File: src/rtl/cpu_step_ctrl.sv
// Board execution controller: debounced step/run/view buttons drive a one-cycle CPU clock enable.
// Optional executed-step counter on cycle_cnt_o when CPU_STEP_CYCLE_COUNT_EN is defined.
module cpu_step_ctrl #(
  parameter int unsigned DEBOUNCE_CYCLES = 1000000,
  parameter int unsigned RUN_DIV         = 25000000,
  parameter int unsigned VIEW_COUNT      = 8
) (
  input  logic        clk_i,
  input  logic        rst_i,
  input  logic        btn_step_i,
  input  logic        btn_run_i,
  input  logic        btn_view_i,
  input  logic [31:0] pc_i,
  input  logic [31:0] bp_addr_i,
  input  logic        bp_en_i,
  output logic        cpu_ce_o,
  output logic [2:0]  view_sel_o,
  output logic [1:0]  state_o,
  output logic        halted_o,
  output logic [31:0] cycle_cnt_o
);

  localparam int unsigned DbW  = $clog2(DEBOUNCE_CYCLES + 1);
  localparam int unsigned DivW = $clog2(RUN_DIV + 1);
  localparam logic [DbW-1:0]  DbMax   = DbW'(DEBOUNCE_CYCLES - 1);
  localparam logic [DivW-1:0] DivMax  = DivW'(RUN_DIV - 1);
  localparam logic [2:0]      ViewMax = 3'(VIEW_COUNT - 1);

  typedef enum logic [1:0] {
    StIdle = 2'd0,
    StStep = 2'd1,
    StRun  = 2'd2,
    StHalt = 2'd3
  } state_e;

  // Button bit order: 0 = step, 1 = run, 2 = view.
  logic [2:0]          sync1_q, sync2_q;
  logic [2:0]          level_q, level_d;
  logic [2:0]          press_q, press_d;
  logic [2:0][DbW-1:0] db_cnt_q, db_cnt_d;

  state_e          state_q, state_d;
  logic [DivW-1:0] div_q, div_d;
  logic            cpu_ce_q, cpu_ce_d;
  logic            chk_q;
  logic            sup_q, sup_d;
  logic [2:0]      view_q, view_d;
  logic            bp_hit;

  always_comb begin
    level_d  = level_q;
    press_d  = '0;
    db_cnt_d = '0;
    for (int i = 0; i < 3; i++) begin
      if (sync2_q[i] != level_q[i]) begin
        if (db_cnt_q[i] == DbMax) begin
          level_d[i] = sync2_q[i];
          press_d[i] = sync2_q[i];
        end else begin
          db_cnt_d[i] = db_cnt_q[i] + DbW'(1);
        end
      end
    end
  end

  always_comb begin
    state_d = state_q;
    div_d   = div_q;
    sup_d   = sup_q;
    // chk_q marks the cycle after a pulse, when the core PC has advanced.
    bp_hit  = chk_q & bp_en_i & (pc_i == bp_addr_i) & ~sup_q;
    if (chk_q) begin
      sup_d = 1'b0;
    end
    case (state_q)
      StIdle: begin
        if (bp_hit) begin
          state_d = StHalt;
        end else if (press_q[1]) begin
          state_d = StRun;
          div_d   = '0;
        end else if (press_q[0]) begin
          state_d = StStep;
        end
      end
      StStep: state_d = StIdle;
      StRun: begin
        if (bp_hit) begin
          state_d = StHalt;
        end else if (press_q[1]) begin
          state_d = StIdle;
          div_d   = '0;
        end else begin
          div_d = (div_q == DivMax) ? '0 : div_q + DivW'(1);
        end
      end
      StHalt: begin
        if (press_q[1]) begin
          state_d = StRun;
          div_d   = '0;
        end else if (press_q[0]) begin
          state_d = StStep;
        end
      end
      default: state_d = StIdle;
    endcase
    // Let the core leave the breakpoint address on the first pulse after HALT.
    if (state_q == StHalt && state_d != StHalt) begin
      sup_d = 1'b1;
    end
    cpu_ce_d = (state_d == StStep) |
               ((state_q == StRun) && (state_d == StRun) && (div_d == DivMax));
  end

  always_comb begin
    view_d = view_q;
    if (press_q[2]) begin
      view_d = (view_q == ViewMax) ? 3'd0 : view_q + 3'd1;
    end
  end

  always_ff @(posedge clk_i) begin
    if (rst_i) begin
      sync1_q  <= '0;
      sync2_q  <= '0;
      level_q  <= '0;
      press_q  <= '0;
      db_cnt_q <= '0;
      state_q  <= StIdle;
      div_q    <= '0;
      cpu_ce_q <= 1'b0;
      chk_q    <= 1'b0;
      sup_q    <= 1'b0;
      view_q   <= '0;
    end else begin
      sync1_q  <= {btn_view_i, btn_run_i, btn_step_i};
      sync2_q  <= sync1_q;
      level_q  <= level_d;
      press_q  <= press_d;
      db_cnt_q <= db_cnt_d;
      state_q  <= state_d;
      div_q    <= div_d;
      cpu_ce_q <= cpu_ce_d;
      chk_q    <= cpu_ce_q;
      sup_q    <= sup_d;
      view_q   <= view_d;
    end
  end

`ifdef CPU_STEP_CYCLE_COUNT_EN
  logic [31:0] cyc_q;

  always_ff @(posedge clk_i) begin
    if (rst_i) begin
      cyc_q <= '0;
    end else if (cpu_ce_q) begin
      cyc_q <= cyc_q + 32'd1;
    end
  end

  assign cycle_cnt_o = cyc_q;
`else
  assign cycle_cnt_o = '0;
`endif

  assign cpu_ce_o   = cpu_ce_q;
  assign view_sel_o = view_q;
  assign state_o    = state_q;
  assign halted_o   = (state_q == StHalt);

endmodule
File: config.mk
export PLATFORM = sky130hd
export DESIGN_NAME = cpu_step_ctrl
export DESIGN_NICKNAME = d
export VERILOG_FILES = /design/src/rtl/cpu_step_ctrl.sv
export SDC_FILE = /design/constraint.sdc
export NUM_CORES = 1
export LEC_CHECK = 0
export ABC_CLOCK_PERIOD_IN_PS = 8620
export CORE_MARGIN = 2
export CORE_UTILIZATION = 40
export DETAILED_ROUTE_END_ITERATION = 8
export HOLD_SLACK_MARGIN = 0.15
export SYNTH_ARGS = -nofsm -noshare
export SYNTH_HDL_FRONTEND = slang
export SYNTH_SLANG_ARGS = --single-unit
File: constraint.sdc
create_clock -name clk_i -period 8.62 [get_ports clk_i]
set_input_delay 2.155 -clock clk_i [delete_from_list [all_inputs] [get_ports clk_i]]
set_output_delay 2.155 -clock clk_i [all_outputs]
set_load 0.03 [all_outputs]
==> impl_metrics.toml, run 1 <==
[clock_network]
cts.path.max_buffers = 2
cts-root-buf = "clkbuf_16"
cts_sinks = 105
post-cts-setup-buffers = 0
cts_resized = 0
clk_pin_slew_ns = 0.07
clock_latency_ns = 0.35
cts_made_buffers = 9
cts_hold_buf = 0
tritoncts = "done"
htree_levels = 3

[yosys]
synth_compound_area_frac = 0.100
synth-edff-count = 0
synth_async_sr_flop_share = 0
synth_area_um2 = 5660
synth_seq_area_share = 0.372
netlist-cell-type-count = 61
yosys.area_share.simple = 0.299
synthFlopType = "dfxtp_1"
synthAdderAreaFrac = 0.0133
synth_top_family_by_area = "simple AND/OR/NAND/NOR gates"
synth_xor_area_frac = 0.136
ys_seq_elements = 105
synth_area_per_cell_um2 = 8.26
synthMuxAreaShare = 0.0108
ys_warn_count = 0
syn_inst = 685

[layout]
fin_nets = 828
final_common_cell = "nor2_1"
multi_input_area_um2 = 3290
antenna_cells = 0
drive_gt1_frac = 0.0370
seqCellArea_um2 = 2100
area_growth_pct = 19.8
num-fill-cells = 1294
fin_util = 0.490
final_cell_mix = "109 x nor2_1, 105 x dfxtp_1, 76 x clkdlybuf4s50_1, 52 x xor2_1, 45 x nand3_1"

[drt]
remaining_drc_errors = 0
routed_wl_um = 13700
drtPass1Iterations = 5
drtIter0Drc = 201
wl_per_cell_um = 14.6
final_antenna_net_count = 0
vias_per_cell = 5.27
vias = 4938

[floorplan]
die_w_um = 123
boundaryPins = 109
coreArea_um2 = 13800
rows = 43
dieArea_um2 = 15100
start_util = 0.409
die_h_um = 123

[global_route]
grt_antenna_before_repair = 0
grtUsageTotal = 0.182
grt_max_degree = 43
globalRoute.totalOverflow = 0
grt_pass1_vias = 4629
grt_pass1_wl_um = 21700

[power]
power_density_nw_per_um2 = 151
p_comb_frac = 0.081
switchingPower_uw = 234
power_leakage_uw = 0.00239
pwr-share-seq = 0.476
swShare = 0.228
internal-power_uw = 790
ir_drop_mv = 0.0781
clkPwrFrac = 0.443

[worst_hold_path]
min_path_cells = 1
hold_class = "reg -> reg"

[critical_path]
required_ns = 8.90
critPathCaptureType = "flop"
crit_slowest_cell = "or4_1"
critical_path.cell_chain = "clkdlybuf4s50_1 -> xor2_1 -> or4_1 -> nor4_1 -> nand3_1 -> a21oi_1 -> o21ai_0 -> or4_1 -> or4_1 -> o21ai_1"
rr_worst_depth = 9
worstPathArrival_ns = 5.96
crit_path_frequent_cell = "or4_1"
cpPeakStageDelay_ns = 0.59
crit_path_max_fanout = 13
start_kind = "primary input"
path_class = "in -> reg"

[sta]
finalSetupViolations = 0
fin_crit_sh = 0.659
worst_hold_slack_ns = 0.444
tightest_slew_ns = 0.691
fin_ws_ns = 2.94
slew_headroom = 0.535
hold_violations = 0
finalMaxSlewViolations = 0
period_needed_ns = 5.68
finalClockSkew_ns = 0.00664
rsz0062_at_grt = "false"
fmax_mhz = 176
setup_tns_ns = 0

[job]
maxCapViolCount = 0

[placement]
dp_slack_ns = 2.70
hpwlAfterDp_um = 9890
port_buffers = 76
place.gp.congestion = 0.905

[outcome]
outcome = "complete, no violations"
flip-flops by register name (all words and copies together) (netlist names):
name,cells
state_o,2
chk_q,1
sync2_q,3
level_q,3
cpu_ce_o,1
view_sel_o,3
sync1_q,3
div_q,25
sup_q,1
press_q,3
db_cnt_q,60
cells by family (layout without fill, tap and decap cells):
kind of cell    after synthesis  after routing
simple gates                323            323
flops                       105            105
compound gates               88             88
xor+xnor                     88             88
buf+inv                      68            109
fa+ha+maj                     6              6
mux                           6              6
other cells                   1             32
metal layers:
metal | GRT usage | wire length [um]
met2 | 0.317 | 6400
met5 | 0 | 0
met3 | 0.0374 | 1170
met4 | 0.0747 | 354
met1 | 0.216 | 5750
layout make-up:
| class | count | share of cell area |
|---|---|---|
| multi-input cells | 543 | 0.485 |
| clock inverters | 5 | 0.0126 |
| clock buffers | 11 | 0.0358 |
| inverters | 15 | 0.00831 |
| flip-flops and latches | 105 | 0.310 |
| well taps | 180 | 0.0332 |
| repair buffers | 78 | 0.115 |
synthesized netlist by cell type, types with 17 or more instances:
library cell | instances | share of area
nand2_1 | 39 | 0.026
o21ai_0 | 17 | 0.015
and3_1 | 34 | 0.038
clkbuf_1 | 20 | 0.013
dfxtp_1 | 105 | 0.37
a21oi_1 | 32 | 0.028
nand4_1 | 17 | 0.019
nor2_1 | 109 | 0.072
xor2_1 | 52 | 0.081
buf_4 | 32 | 0.042
nand3_1 | 45 | 0.040
xnor2_1 | 36 | 0.056
critical path, delay by kind of cell:
kind                   cells  cell delay [ns]
AO/OA/AOI/OAI              3             0.74
AND/OR/NAND/NOR            5             2.46
XOR/XNOR                   1             0.19
buffers and inverters      1             0.41
worst paths after layout:
path,slack (ns),from,end
max,2.94,bp_addr_i[19],cpu_ce_o
min,0.44,sync1_q[0],sync2_q[0]
max reg2reg,5.16,div_q[0],cpu_ce_o
min reg2reg,0.44,sync1_q[0],sync2_q[0]
metrics by stage:
| stage | std cells | total power [uW] | instance area (um^2) |
|---|---|---|---|
| 3_3_place_gp | 921 | 580 | 6450 |
| 6_report | 937 | 1020 | 6770 |
| 3_5_place_dp | 921 | 581 | 6450 |
| 5_1_grt | 937 | 1060 | 6770 |
| 2_1_floorplan | 716 | 551 | 5770 |
| 4_1_cts | 937 | 1040 | 6770 |
power by group through the flow:
stage,sequential (uW),combinational [uW],clock [uW]
finish,487,82.6,454
global route,487,88.9,486
CTS,487,83.0,467
detailed placement,499,82.3,0
global placement,499,81.8,0
floorplan,498,52.6,0
No activity file was read; power rests on OpenSTA's default activity.
==> inputs of run 2 (changes only) <==
--- a/config.mk
+++ b/config.mk
@@ -5,11 +5,12 @@
 export SDC_FILE = /design/constraint.sdc
 export NUM_CORES = 1
 export LEC_CHECK = 0
-export ABC_CLOCK_PERIOD_IN_PS = 8620
+export ABC_CLOCK_PERIOD_IN_PS = 4850
 export CORE_MARGIN = 2
 export CORE_UTILIZATION = 40
 export DETAILED_ROUTE_END_ITERATION = 8
 export HOLD_SLACK_MARGIN = 0.15
+export PLACE_DENSITY = 0.67
 export SYNTH_ARGS = -nofsm -noshare
 export SYNTH_HDL_FRONTEND = slang
 export SYNTH_SLANG_ARGS = --single-unit
==> constraint.sdc (replaced) <==
create_clock -name clk_i -period 4.85 [get_ports clk_i]
set_input_delay 1.2125 -clock clk_i [delete_from_list [all_inputs] [get_ports clk_i]]
set_output_delay 1.2125 -clock clk_i [all_outputs]
set_load 0.03 [all_outputs]
==> impl_metrics.toml, run 2 (synthesis gave the netlist of run 1 again) <==
[outcome]
outcome = "complete, no violations"

[power]
swShare = 0.230
clkPwrFrac = 0.424
pwr-share-seq = 0.493
p_comb_frac = 0.083
p_total_uw = 1760
power_leakage_uw = 0.00238
ir_drop_mv = 0.204
switchingPower_uw = 404
internal-power_uw = 1350
power_density_nw_per_um2 = 259

[global_route]
grt_max_degree = 35
grt_pass1_wl_um = 22600
grt_pass1_vias = 4810
grt_antenna_before_repair = 0
globalRoute.totalOverflow = 0
grtUsageTotal = 0.184

[critical_path]
cp_top_family = "simple AND/OR/NAND/NOR gates"
required_ns = 5.13
worstPathArrival_ns = 4.45
path_class = "in -> reg"
crit_buf_inv = 1
crit_path_max_fanout = 6
start_kind = "primary input"
critical_path.cell_chain = "clkdlybuf4s50_1 -> xor2_1 -> nor4_1 -> nand4_1 -> nor4_4 -> nor4_1 -> a211o_1 -> or4b_1 -> or4_1 -> o21ai_1"
crit_path_frequent_cell = "nor4_1"
critPathCaptureType = "flop"
cpPeakStageDelay_ns = 0.58
crit_slowest_cell = "or4b_1"

[layout]
antenna_cells = 0
area_growth_pct = 19.7
final_common_cell = "nor2_1"
finalNonFillerCells = 939
fin_nets = 830
top_register = "db_cnt_q"
reg.largest.list = "db_cnt_q x60, div_q x25"
final_cell_mix = "109 x nor2_1, 105 x dfxtp_1, 76 x clkdlybuf4s50_1, 52 x xor2_1, 45 x nand3_1"
drive_gt1_frac = 0.0395
finalInstanceArea_um2 = 6770
largest_reg_flops = 60

[floorplan]
die_w_um = 123
rows = 43
start_util = 0.409
die_h_um = 123
dieArea_um2 = 15100
coreArea_um2 = 13800
boundaryPins = 109

[sta]
period_needed_ns = 4.16
hold_violations = 0
finalClockSkew_ns = 0.00840
finalMaxSlewViolations = 0
fmax_mhz = 240
setup_tns_ns = 0
tightest_slew_ns = 0.743
worst_hold_slack_ns = 0.439
rsz0062_at_grt = "false"
fin_crit_sh = 0.858
finalSetupViolations = 0
slew_headroom = 0.501

[clock_network]
tritoncts = "done"
post-cts-setup-buffers = 0
htree_levels = 3
cts.path.max_buffers = 2
clk_pin_slew_ns = 0.07
cts_resized = 0
cts-root-buf = "clkbuf_16"
clock_latency_ns = 0.35
cts_made_buffers = 9
cts_sinks = 105
cts_hold_buf = 0

[drt]
final_antenna_net_count = 0
vias_per_cell = 5.19
drtPass1Iterations = 4
routed_wl_um = 13100
wl_per_cell_um = 13.9
drtIter0Drc = 379
remaining_drc_errors = 0
vias = 4874

[placement]
port_buffers = 76
place.gp.congestion = 0.854
placed_area_um2 = 6460
dp_cells = 923
hpwlAfterDp_um = 9840

[worst_hold_path]
hold_class = "reg -> reg"

[job]
maxCapViolCount = 0
run 2: changes by cell type in the layout (fill, tap and decap cells not counted):
cell        previous run  this run
inv_6                  2         0
clkinvlp_4             1         3
bufinv_16              2         1
buf_4                  2         4
inv_8                  0         1
run 2: stage by stage:
step / worst slack, ns / util
floorplan: 1.04 / -
global placement: 0.388 / 0.467
detailed placement: 0.377 / 0.467
CTS: 0.720 / 0.489
global route: 0.525 / 0.489
finish: 0.688 / 0.489
run 2: final timing paths:
path / from / endpoint / slack [ns] / depth (start not counted)
setup / recovery: bp_addr_i[21] / cpu_ce_o / 0.69 / 10
hold / removal: sync1_q[0] / sync2_q[0] / 0.44 / 1
setup reg to reg: div_q[0] / cpu_ce_o / 1.32 / 9
hold reg to reg: sync1_q[0] / sync2_q[0] / 0.44 / 1
run 2: per-layer routing:
layer  vias up  wire [um]  track usage  share of wire
met5         -          0            0              0
met4         0        276       0.0647          0.021
met3        23        478       0.0401          0.037
met2        83       6200        0.306           0.48
met1      2305       6100        0.236           0.47
li1       2463          -            -              -
run 2: final cells by class:
| cell class | count | area, um^2 |
|---|---|---|
| sequential | 105 | 2100 |
| inverter | 15 | 56.3 |
| clock buffer | 11 | 243 |
| tap | 180 | 225 |
| multi-input combinational | 543 | 3290 |
| fill | 1319 | 7060 |
| clock inverter | 5 | 63.8 |
| timing repair buffer | 80 | 791 |
run 2: power by group through the flow:
| stage | clock (uW) | combinational [uW] | sequential (uW) |
|---|---|---|---|
| after floorplan | 0 | 93.4 | 886 |
| after global placement | 0 | 143 | 886 |
| after detailed placement | 0 | 145 | 886 |
| after CTS | 767 | 146 | 866 |
| after global routing | 804 | 157 | 866 |
| final | 744 | 146 | 866 |
run 2: worst register-to-register path, stage by stage, from the launching register on:
cell,delay [ns]
dfxtp_1,0.43
ha_1,0.31
and3_1,0.25
nand3_1,0.21
o31ai_1,0.68
nor4_1,0.10
a211o_1,0.27
or4b_1,0.58
or4_1,0.49
o21ai_1,0.15
==> inputs of run 3 (changes only) <==
--- a/config.mk
+++ b/config.mk
@@ -5,12 +5,12 @@
 export SDC_FILE = /design/constraint.sdc
 export NUM_CORES = 1
 export LEC_CHECK = 0
-export ABC_CLOCK_PERIOD_IN_PS = 4850
+export ABC_CLOCK_PERIOD_IN_PS = 3400
 export CORE_MARGIN = 2
 export CORE_UTILIZATION = 40
 export DETAILED_ROUTE_END_ITERATION = 8
+export DONT_BUFFER_PORTS = 1
 export HOLD_SLACK_MARGIN = 0.15
-export PLACE_DENSITY = 0.67
 export SYNTH_ARGS = -nofsm -noshare
 export SYNTH_HDL_FRONTEND = slang
 export SYNTH_SLANG_ARGS = --single-unit
==> constraint.sdc (replaced) <==
create_clock -name clk_i -period 3.4 [get_ports clk_i]
set_input_delay 0.85 -clock clk_i [delete_from_list [all_inputs] [get_ports clk_i]]
set_output_delay 0.85 -clock clk_i [all_outputs]
set_load 0.03 [all_outputs]
==> impl_metrics.toml, run 3 (synthesis gave the netlist of run 1 again) <==
[layout]
reg.largest.list = "db_cnt_q x60, div_q x25"
finalNonFillerCells = 885
final_common_cell = "nor2_1"
final_cell_mix = "109 x nor2_1, 105 x dfxtp_1, 51 x xor2_1, 45 x nand3_1, 39 x nand2_1"
area_growth_pct = 9.47
drive_gt1_frac = 0.0738
fin_nets = 776
largest_reg_flops = 60
finalInstanceArea_um2 = 6190
num-fill-cells = 1308
top_register = "db_cnt_q"
antenna_cells = 0

[clock_network]
htree_levels = 3
cts_hold_buf = 0
clock_latency_ns = 0.35
cts_sinks = 105
cts_made_buffers = 9
clk_pin_slew_ns = 0.07
cts.path.max_buffers = 2
post-cts-setup-buffers = 0
cts-root-buf = "clkbuf_16"
tritoncts = "done"

[floorplan]
coreArea_um2 = 13800
dieArea_um2 = 15100
die_h_um = 123
start_util = 0.409
die_w_um = 123
rows = 43
boundaryPins = 109

[critical_path]
required_ns = 3.69
start_kind = "flop"
critical_path.cell_chain = "ha_1 -> and3_1 -> nand3_1 -> o31a_1 -> a41o_1 -> o21ai_0 -> or4_1 -> or4_1 -> o21ai_1"
crit_slowest_cell = "o31a_1"
crit_buf_inv = 0
cp_top_family = "simple AND/OR/NAND/NOR gates"
cpPeakStageDelay_ns = 0.60
path_class = "reg -> reg"
worstPathArrival_ns = 3.54
crit_path_frequent_cell = "or4_1"
crit_path_max_fanout = 16
critPathCaptureType = "flop"

[sta]
finalClockSkew_ns = 0.00649
tightest_slew_ns = 0.853
finalSetupViolations = 0
hold_violations = 0
fmax_mhz = 307
period_needed_ns = 3.25
slew_headroom = 0.429
fin_crit_sh = 0.957
rsz0062_at_grt = "false"
finalMaxSlewViolations = 0

[drt]
drtIter0Drc = 258
wl_per_cell_um = 15.5
maxUsedRoutingLayer = "met4"
routed_wl_um = 13700
remaining_drc_errors = 0
drtPass1Iterations = 5
final_antenna_net_count = 0
wl_met2_um = 6510
vias = 4757
wl_met3_um = 901
vias_per_cell = 5.38
wl_met1_um = 5860

[power]
p_total_uw = 2450
power_density_nw_per_um2 = 395
ir_drop_mv = 0.188
power_leakage_uw = 0.00220

[placement]
hpwlAfterDp_um = 10100
placed_area_um2 = 5880
place.gp.congestion = 0.938
dp_cells = 869
port_buffers = 0

[outcome]
outcome = "complete, no violations"

[global_route]
grt_antenna_before_repair = 0
globalRoute.totalOverflow = 0
grtUsageTotal = 0.184
grt_pass1_vias = 4537
grt_max_degree = 43
grt_pass1_wl_um = 21800

[job]
maxCapViolCount = 0

[worst_hold_path]
hold_class = "reg -> reg"
-- run 3: stage by stage --
stage,hold slack (ns),util,worst slack (ns),TNS [ns]
floorplan,0.414,-,-0.0142,-0.0142
global placement,0.421,0.425,-0.127,-0.127
detailed placement,0.426,0.425,-0.168,-0.168
CTS,0.439,0.447,0.182,0
global route,0.455,0.448,0.0145,0
finish,0.436,0.448,0.148,0
-- run 3: timing repair --
action                                 in CTS  in global routing
endpoints found under the hold margin       0                  0
setup endpoints to repair                   0                  1
resized for setup                           0                  1
-- run 3: cell type report --
cell class,count,area [um^2],area share
clock buffers,13,240,0.0388
clock inverters,3,65.1,0.0105
inverters,15,56.3,0.00909
multi-input cells,543,3310,0.534
flip-flops and latches,105,2100,0.340
well taps,180,225,0.0364
repair buffers,26,195,0.0315
-- run 3: metal layers --
layer / track usage / vias up
met4: 0.0891 / 0
met1: 0.215 / 2203
met3: 0.0415 / 30
met5: 0 / -
met2: 0.318 / 161
li1: - / 2363
-- run 3: worst paths after layout --
path                   start         end  slack (ns)  cells after the start
setup / recovery    div_q[0]    cpu_ce_o        0.15                      9
hold / removal    sync1_q[1]  sync2_q[1]        0.44                      1
setup reg to reg    div_q[0]    cpu_ce_o        0.15                      9
hold reg to reg   sync1_q[1]  sync2_q[1]        0.44                      1
-- run 3: report_power, final --
group | internal (uW) | leakage (uW) | switching [uW]
clock | 645 | 0.000148 | 442
sequential | 1230 | 0.000847 | 2.49
combinational | 34.7 | 0.00120 | 88.5
-- run 3: worst register-to-register path, cell delays in order (launching register included) --
cell and delay [ns]:
dfxtp_1 0.36, ha_1 0.30, and3_1 0.26, nand3_1 0.19, o31a_1 0.60, a41o_1 0.27, o21ai_0 0.09, or4_1 0.52
or4_1 0.47, o21ai_1 0.13
